### src/rtl/emu_pkg.sv
// Shared types and default sizing for the co-emulation host transactor.
// Holds the transactor FSM state encoding and the byte type used on every data path.
package emu_pkg;

   localparam int EMU_NUM_STIM_ARRAY = 2;
   localparam int EMU_NUM_OUT_ARRAY  = 3;
   localparam int EMU_ADDR_W         = 3;
   localparam int EMU_CLK_HI_CYC     = 2;
   localparam int EMU_CLK_LO_CYC     = 2;

   typedef logic [7:0] emu_byte_t;

   typedef enum logic [3:0] {
      IDLE,
      WR,
      LOAD,
      DCLK_HI,
      DCLK_LO,
      GET,
      RD_ADDR,
      RD_WAIT,
      TX
   } emu_state_t;

endpackage

### src/rtl/emu_dut_clkgen.sv
// Generates run_count full clk_dut periods (CLK_HI_CYC high, CLK_LO_CYC low) after a start pulse.
// phase_end marks the last cycle of each phase; done marks the last cycle of the final low phase.
module emu_dut_clkgen
   import emu_pkg::*;
#(
   parameter int CLK_HI_CYC = EMU_CLK_HI_CYC,
   parameter int CLK_LO_CYC = EMU_CLK_LO_CYC
) (
   input  logic       clk_emu,
   input  logic       rst_n_emu,
   input  logic       start,
   input  logic [7:0] run_count,
   output logic       clk_dut,
   output logic       phase_end,
   output logic       done
);

   localparam int MAX_CYC = (CLK_HI_CYC > CLK_LO_CYC) ? CLK_HI_CYC : CLK_LO_CYC;
   localparam int CNT_W   = $clog2(MAX_CYC + 1);

   logic             active;
   logic             hi;
   logic [CNT_W-1:0] cnt;
   logic [CNT_W-1:0] lim;
   emu_byte_t        periods_left;

   assign lim       = hi ? CNT_W'(CLK_HI_CYC - 1) : CNT_W'(CLK_LO_CYC - 1);
   assign phase_end = active && (cnt == lim);
   assign done      = phase_end && !hi && (periods_left == 8'd1);

   // NOTE: the async reset clears clk_dut at once, so a mid-period reset never leaves the DUT clock high.
   always_ff @(posedge clk_emu or negedge rst_n_emu) begin
      if (!rst_n_emu) begin
         active       <= 1'b0;
         hi           <= 1'b0;
         cnt          <= '0;
         periods_left <= '0;
         clk_dut      <= 1'b0;
      end else begin
         // NOTE: non-blocking assignments here, so every register samples the pre-edge values of the others.
         clk_dut <= active && hi;
         if (start) begin
            active       <= (run_count != 8'd0);
            hi           <= 1'b1;
            cnt          <= '0;
            periods_left <= run_count;
         end else if (active) begin
            if (cnt == lim) begin
               cnt <= '0;
               if (hi) begin
                  hi <= 1'b0;
               end else if (periods_left == 8'd1) begin
                  active <= 1'b0;
               end else begin
                  hi           <= 1'b1;
                  periods_left <= periods_left - 8'd1;
               end
            end else begin
               cnt <= cnt + CNT_W'(1);
            end
         end
      end
   end

endmodule

### src/rtl/emu_host_transactor.sv
// Host-side initiator for the byte-wide co-emulation wrapper: writes stimulus, loads, clocks, gets, reads back.
// Optional macro EMU_RUN_COUNT_EN: first byte of each transaction is the clk_dut period count (0 = peek).
module emu_host_transactor
   import emu_pkg::*;
#(
   parameter int NUM_STIM_ARRAY = EMU_NUM_STIM_ARRAY,
   parameter int NUM_OUT_ARRAY  = EMU_NUM_OUT_ARRAY,
   parameter int ADDR_W         = EMU_ADDR_W,
   parameter int CLK_HI_CYC     = EMU_CLK_HI_CYC,
   parameter int CLK_LO_CYC     = EMU_CLK_LO_CYC
) (
   input  logic              clk_emu,
   input  logic              rst_n_emu,
   input  logic [7:0]        rx_data,
   input  logic              rx_valid,
   output logic              rx_ready,
   output logic [7:0]        tx_data,
   output logic              tx_valid,
   input  logic              tx_ready,
   output logic [7:0]        Din_emu,
   output logic [ADDR_W-1:0] Addr_emu,
   output logic              load_emu,
   output logic              get_emu,
   input  logic [7:0]        Dout_emu,
   output logic              clk_dut,
   output logic              busy
);

   localparam logic [ADDR_W-1:0] LAST_STIM = ADDR_W'(NUM_STIM_ARRAY - 1);
   localparam logic [ADDR_W-1:0] LAST_OUT  = ADDR_W'(NUM_OUT_ARRAY - 1);

   emu_state_t        state, state_next;
   logic [ADDR_W-1:0] stim_idx, d_stim_idx;
   logic [ADDR_W-1:0] out_idx, d_out_idx;
   logic [ADDR_W-1:0] d_addr;
   emu_byte_t         d_din, d_tx_data;
   logic              d_tx_valid;
   logic              write_stim;
   logic              clk_start;
   logic              clk_phase_end;
   logic              clk_done;
   logic              rx_acc, tx_acc;
   emu_byte_t         run_count;

`ifdef EMU_RUN_COUNT_EN
   emu_byte_t         d_run_count;
`else
   assign run_count = 8'd1;
`endif

   assign rx_acc = rx_valid && rx_ready;
   assign tx_acc = tx_valid && tx_ready;

   // NOTE: every variable gets a default before the case, so no path can infer a latch.
   always_comb begin
      state_next = state;
      d_stim_idx = stim_idx;
      d_out_idx  = out_idx;
      d_addr     = Addr_emu;
      d_din      = Din_emu;
      d_tx_data  = tx_data;
      d_tx_valid = tx_valid;
      write_stim = 1'b0;
      clk_start  = 1'b0;
`ifdef EMU_RUN_COUNT_EN
      d_run_count = run_count;
`endif
      case (state)
         IDLE, WR: begin
            if (rx_acc) begin
`ifdef EMU_RUN_COUNT_EN
               if (state == IDLE) begin
                  d_run_count = rx_data;
                  state_next  = WR;
               end else begin
                  write_stim = 1'b1;
               end
`else
               write_stim = 1'b1;
`endif
            end
            if (write_stim) begin
               d_din  = rx_data;
               d_addr = stim_idx;
               if (stim_idx == LAST_STIM) begin
                  d_stim_idx = '0;
                  state_next = LOAD;
               end else begin
                  d_stim_idx = stim_idx + ADDR_W'(1);
                  state_next = WR;
               end
            end
         end
         LOAD: begin
            // A zero run count goes straight to GET for a combinational peek.
            if (run_count == 8'd0) begin
               state_next = GET;
            end else begin
               clk_start  = 1'b1;
               state_next = DCLK_HI;
            end
         end
         DCLK_HI: begin
            if (clk_phase_end) state_next = DCLK_LO;
         end
         DCLK_LO: begin
            if (clk_done)           state_next = GET;
            else if (clk_phase_end) state_next = DCLK_HI;
         end
         GET: begin
            state_next = RD_ADDR;
         end
         RD_ADDR: begin
            d_addr     = out_idx;
            state_next = RD_WAIT;
         end
         RD_WAIT: begin
            state_next = TX;
         end
         TX: begin
            // Dout_emu is captured once and held until the host takes it.
            if (!tx_valid) begin
               d_tx_valid = 1'b1;
               d_tx_data  = Dout_emu;
            end else if (tx_acc) begin
               d_tx_valid = 1'b0;
               if (out_idx == LAST_OUT) begin
                  d_out_idx  = '0;
                  state_next = IDLE;
               end else begin
                  d_out_idx  = out_idx + ADDR_W'(1);
                  state_next = RD_ADDR;
               end
            end
         end
         default: state_next = IDLE;
      endcase
   end

   always_ff @(posedge clk_emu or negedge rst_n_emu) begin
      if (!rst_n_emu) begin
         state    <= IDLE;
         stim_idx <= '0;
         out_idx  <= '0;
         rx_ready <= 1'b0;
         tx_valid <= 1'b0;
         tx_data  <= '0;
         Din_emu  <= '0;
         Addr_emu <= '0;
         load_emu <= 1'b0;
         get_emu  <= 1'b0;
         busy     <= 1'b0;
`ifdef EMU_RUN_COUNT_EN
         run_count <= '0;
`endif
      end else begin
         state    <= state_next;
         stim_idx <= d_stim_idx;
         out_idx  <= d_out_idx;
         rx_ready <= (state_next == IDLE) || (state_next == WR);
         tx_valid <= d_tx_valid;
         tx_data  <= d_tx_data;
         Din_emu  <= d_din;
         Addr_emu <= d_addr;
         load_emu <= (state == LOAD);
         get_emu  <= (state == GET);
         busy     <= (state_next != IDLE);
`ifdef EMU_RUN_COUNT_EN
         run_count <= d_run_count;
`endif
      end
   end

   emu_dut_clkgen #(
      .CLK_HI_CYC (CLK_HI_CYC),
      .CLK_LO_CYC (CLK_LO_CYC)
   ) u_clkgen (
      .clk_emu   (clk_emu),
      .rst_n_emu (rst_n_emu),
      .start     (clk_start),
      .run_count (run_count),
      .clk_dut   (clk_dut),
      .phase_end (clk_phase_end),
      .done      (clk_done)
   );

endmodule

### config.mk
export PLATFORM = sky130hd
export DESIGN_NAME = emu_host_transactor
export DESIGN_NICKNAME = d
export VERILOG_FILES = /design/src/rtl/emu_pkg.sv /design/src/rtl/emu_dut_clkgen.sv /design/src/rtl/emu_host_transactor.sv
export SDC_FILE = /design/constraint.sdc
export NUM_CORES = 1
export LEC_CHECK = 0
export CORE_MARGIN = 1
export CORE_UTILIZATION = 41
export CTS_CLUSTER_DIAMETER = 120
export DETAILED_ROUTE_END_ITERATION = 6
export HOLD_SLACK_MARGIN = 0.02
export PLACE_DENSITY = 0.67
export SLEW_MARGIN = 15
export SYNTH_ARGS = -nofsm -noshare
export SYNTH_HDL_FRONTEND = slang
export SYNTH_SLANG_ARGS = --single-unit
### constraint.sdc
create_clock -name clk_emu -period 2.27 [get_ports clk_emu]
set_input_delay 0.3405 -clock clk_emu [delete_from_list [all_inputs] [get_ports clk_emu]]
set_output_delay 0.3405 -clock clk_emu [all_outputs]
set_load 0.05 [all_outputs]
==> impl_metrics.ini <==
[global_routing]
grt_pass1_wl_um = 7224
antenna_found_initial = 0
grt_max_degree = 48
grt_use_total_pct = 17.40
overflow = 0
first_global_vias = 1491

[floorplanning]
die-area_um2 = 5464
core-area_um2 = 4848
die-height_um = 73.92
floorplan.initialDensity_pct = 43.74
rows = 25
io_pins = 45
die_w_um = 73.92

[sta]
finalSetupTns_ps = 0
worst_pin_slew_ps = 638.4
setup_ws_ps = 264.7
hold_violations = 0
fin_crit_ps = 2005
drv_slew = 0
relSlewSlack_pct = 57.35
post-route-period-util_pct = 88.34
max_freq_ghz = 0.4987
final.setup_skew_ps = 3.671
rsz0062_at_grt = false
finalSetupViolCount = 0

[routing]
ant_nets = 0
vias = 1506
drc = 0
drt_iter0_drc = 98
drt-total-wl_um = 4212
first_pass_iters = 4
wire_per_inst_um = 14.33
drt-vias-per-instance = 5.122

[logic_synthesis]
synth_edf_count = 0
ys_seq_elements = 47
syn-cell-area_um2 = 2121
yosys_most_used_dff = dfrtp_1
synth-async-reset-ratio_pct = 100.0
netlist_instances = 177
syn-num-nets = 199
synth_cell_types = 50
yosysWarnings = 0
yosysSeqAreaShare_pct = 55.46
avgSynthCellArea_um2 = 11.98

[place]
portBuffers = 44
globalplace.congestion = 0.8231
pre_cts_ws_ps = 258.9
dp_hpwl_um = 2995
place_area_um2 = 2655

[min_path]
hold_path.class = primary input to asynchronous set/reset pin

[worst_setup_path]
endpoint_kind = flop
critPathMaxFanout = 6
required_ps = 2440
worstSetupPathType = flop to flop
worst_setup_path_start_kind = flop
worst-endpoint-arrival_ps = 2170

[final_layout]
diodes = 0
post-route-cell-area_um2 = 2755
final_nets = 248
drive_gt1_share_pct = 18.06
syn_to_final_growth_pct = 29.91

[clock_network]
cts_resized = 0
insertion_delay_ps = 290
clk_pin_slew_ps = 80
cts_buffers = 5
clockBufferDepth = 2
cts_hold_buf = 0
cts_sinks = 47
h-tree-depth = 2
cts_setup_buffers = 0
clk_root_buffer_cell = clkbuf_8
cts_tree = built

[power_and_ir_drop]
total_leakage_power_nw = 1.217
p_int_mw = 2.073
p_sw_mw = 1.495
p_total_mw = 3.569
p_per_area_nw_per_um2 = 1295
combinationalPowerShare_pct = 47.5
switching_share_pct = 41.90
p_clk_share_pct = 15.1
vdd_drop_max_mv = 0.7650
power_frac_seq_pct = 37.4

[outcome]
status = completed

[job]
cap_violations = 0
[cell families after synthesis]
logic type | after synthesis | synth area share (%)
adder cells (fa/ha/maj) | 2 | 1.180
XOR/XNOR | 7 | 2.891
AO/OA/AOI/OAI | 31 | 10.44
flip-flops | 47 | 55.46
AND/OR/NAND/NOR | 55 | 16.64
multiplexers | 20 | 10.50
buffers and inverters | 15 | 2.891
[worst max-delay path: stages, from the launching register on]
cell	delay (ps)
dfrtp_1	400
inv_1	80
ha_1	160
or3b_2	530
nor3_2	180
nor3_1	70
or4_1	460
[path summary, 6_finish.rpt]
path | start | end | slack (ps) | depth (start not counted)
max | u_clkgen.periods_left[1] | state[1] | 260 | 6
min | rst_n_emu | tx_data[3] | 9 | 2
max reg2reg | u_clkgen.periods_left[1] | state[1] | 260 | 6
min reg2reg | tx_data[3] | tx_data[3] | 510 | 1
max in group asynchronous | rst_n_emu | tx_valid | 2030 | 2
min in group clk_emu | tx_data[3] | tx_data[3] | 510 | 1
[flip-flops by register name, indices dropped and copies added (netlist names)]
register / cells
u_clkgen.hi: 1
u_clkgen.periods_left: 8
u_clkgen.cnt: 2
busy: 1
tx_valid: 1
u_clkgen.clk_dut: 1
get_emu: 1
load_emu: 1
u_clkgen.active: 1
out_idx: 3
Din_emu: 8
state: 4
Addr_emu: 3
tx_data: 8
stim_idx: 3
rx_ready: 1
[cell usage after synthesis, types with 3 or more instances]
| master | instances | area share, % |
|---|---|---|
| nand2b_1 | 4 | 1.2 |
| xnor2_1 | 4 | 1.7 |
| nor3b_1 | 3 | 1.1 |
| a221o_1 | 3 | 1.4 |
| mux2_2 | 18 | 9.6 |
| a21oi_1 | 10 | 2.4 |
| and3_1 | 3 | 0.89 |
| inv_1 | 9 | 1.6 |
| buf_2 | 4 | 0.94 |
| nor3_1 | 4 | 0.94 |
| dfrtp_1 | 47 | 55 |
| xor2_1 | 3 | 1.2 |
| nand2_1 | 9 | 1.6 |
| nor2_1 | 8 | 1.4 |
[metrics by stage]
stage,util [%],hold WS (ps),cells
2_1_floorplan,-,44.91,177
3_3_place_gp,54.76,343.4,286
3_5_place_dp,54.76,343.7,286
4_1_cts,56.83,23.57,294
5_1_grt,56.83,28.81,294
6_report,56.83,8.600,294
[routing by layer]
metal  GRT usage [%]  vias to the layer above  share of wire, %
met5               0                        -                 0
li1                -                      735                 -
met1           24.54                      719                49
met2           25.25                       50                45
met3           6.036                        2               6.2
met4           5.128                        0              0.55
[power by group through the flow]
stage	registers (mW)	clock network [mW]	logic [mW]
finish	1.33	0.541	1.69
global route	1.38	0.586	1.83
CTS	1.33	0.563	1.70
detailed placement	1.35	0	1.70
global placement	1.35	0	1.68
floorplan	1.77	0	0.751
[cells in the final DEF, fill, tap and decap left out, types with 2 or more instances in the layout]
master,n
nor2_1,8
and3_1,3
mux2_2,18
o21bai_1,2
inv_1,9
nor3_2,2
nand2_1,9
mux2i_1,2
o31ai_1,2
or4_1,2
a21oi_1,10
nand3_1,2
xnor2_1,4
nor3b_1,3
ha_1,2
or2b_2,2
a211oi_1,2
nor3_1,4
xor2_1,3
dfrtp_1,47
clkbuf_8,7
clkdlybuf4s50_1,43
nand4b_1,2
nand2b_1,4
buf_4,3
o2111ai_1,2
a221o_1,3
[final cells by class]
cell class / instances / area, um2
Inverter: 9 / 33.78
Timing Repair Buffer: 48 / 478.0
Multi-Input combinational cell: 115 / 883.3
Clock buffer: 8 / 100.1
Sequential cell: 47 / 1176
Fill cell: 409 / 2093
Tap cell: 67 / 83.83
(Power assumes the default switching activity.)
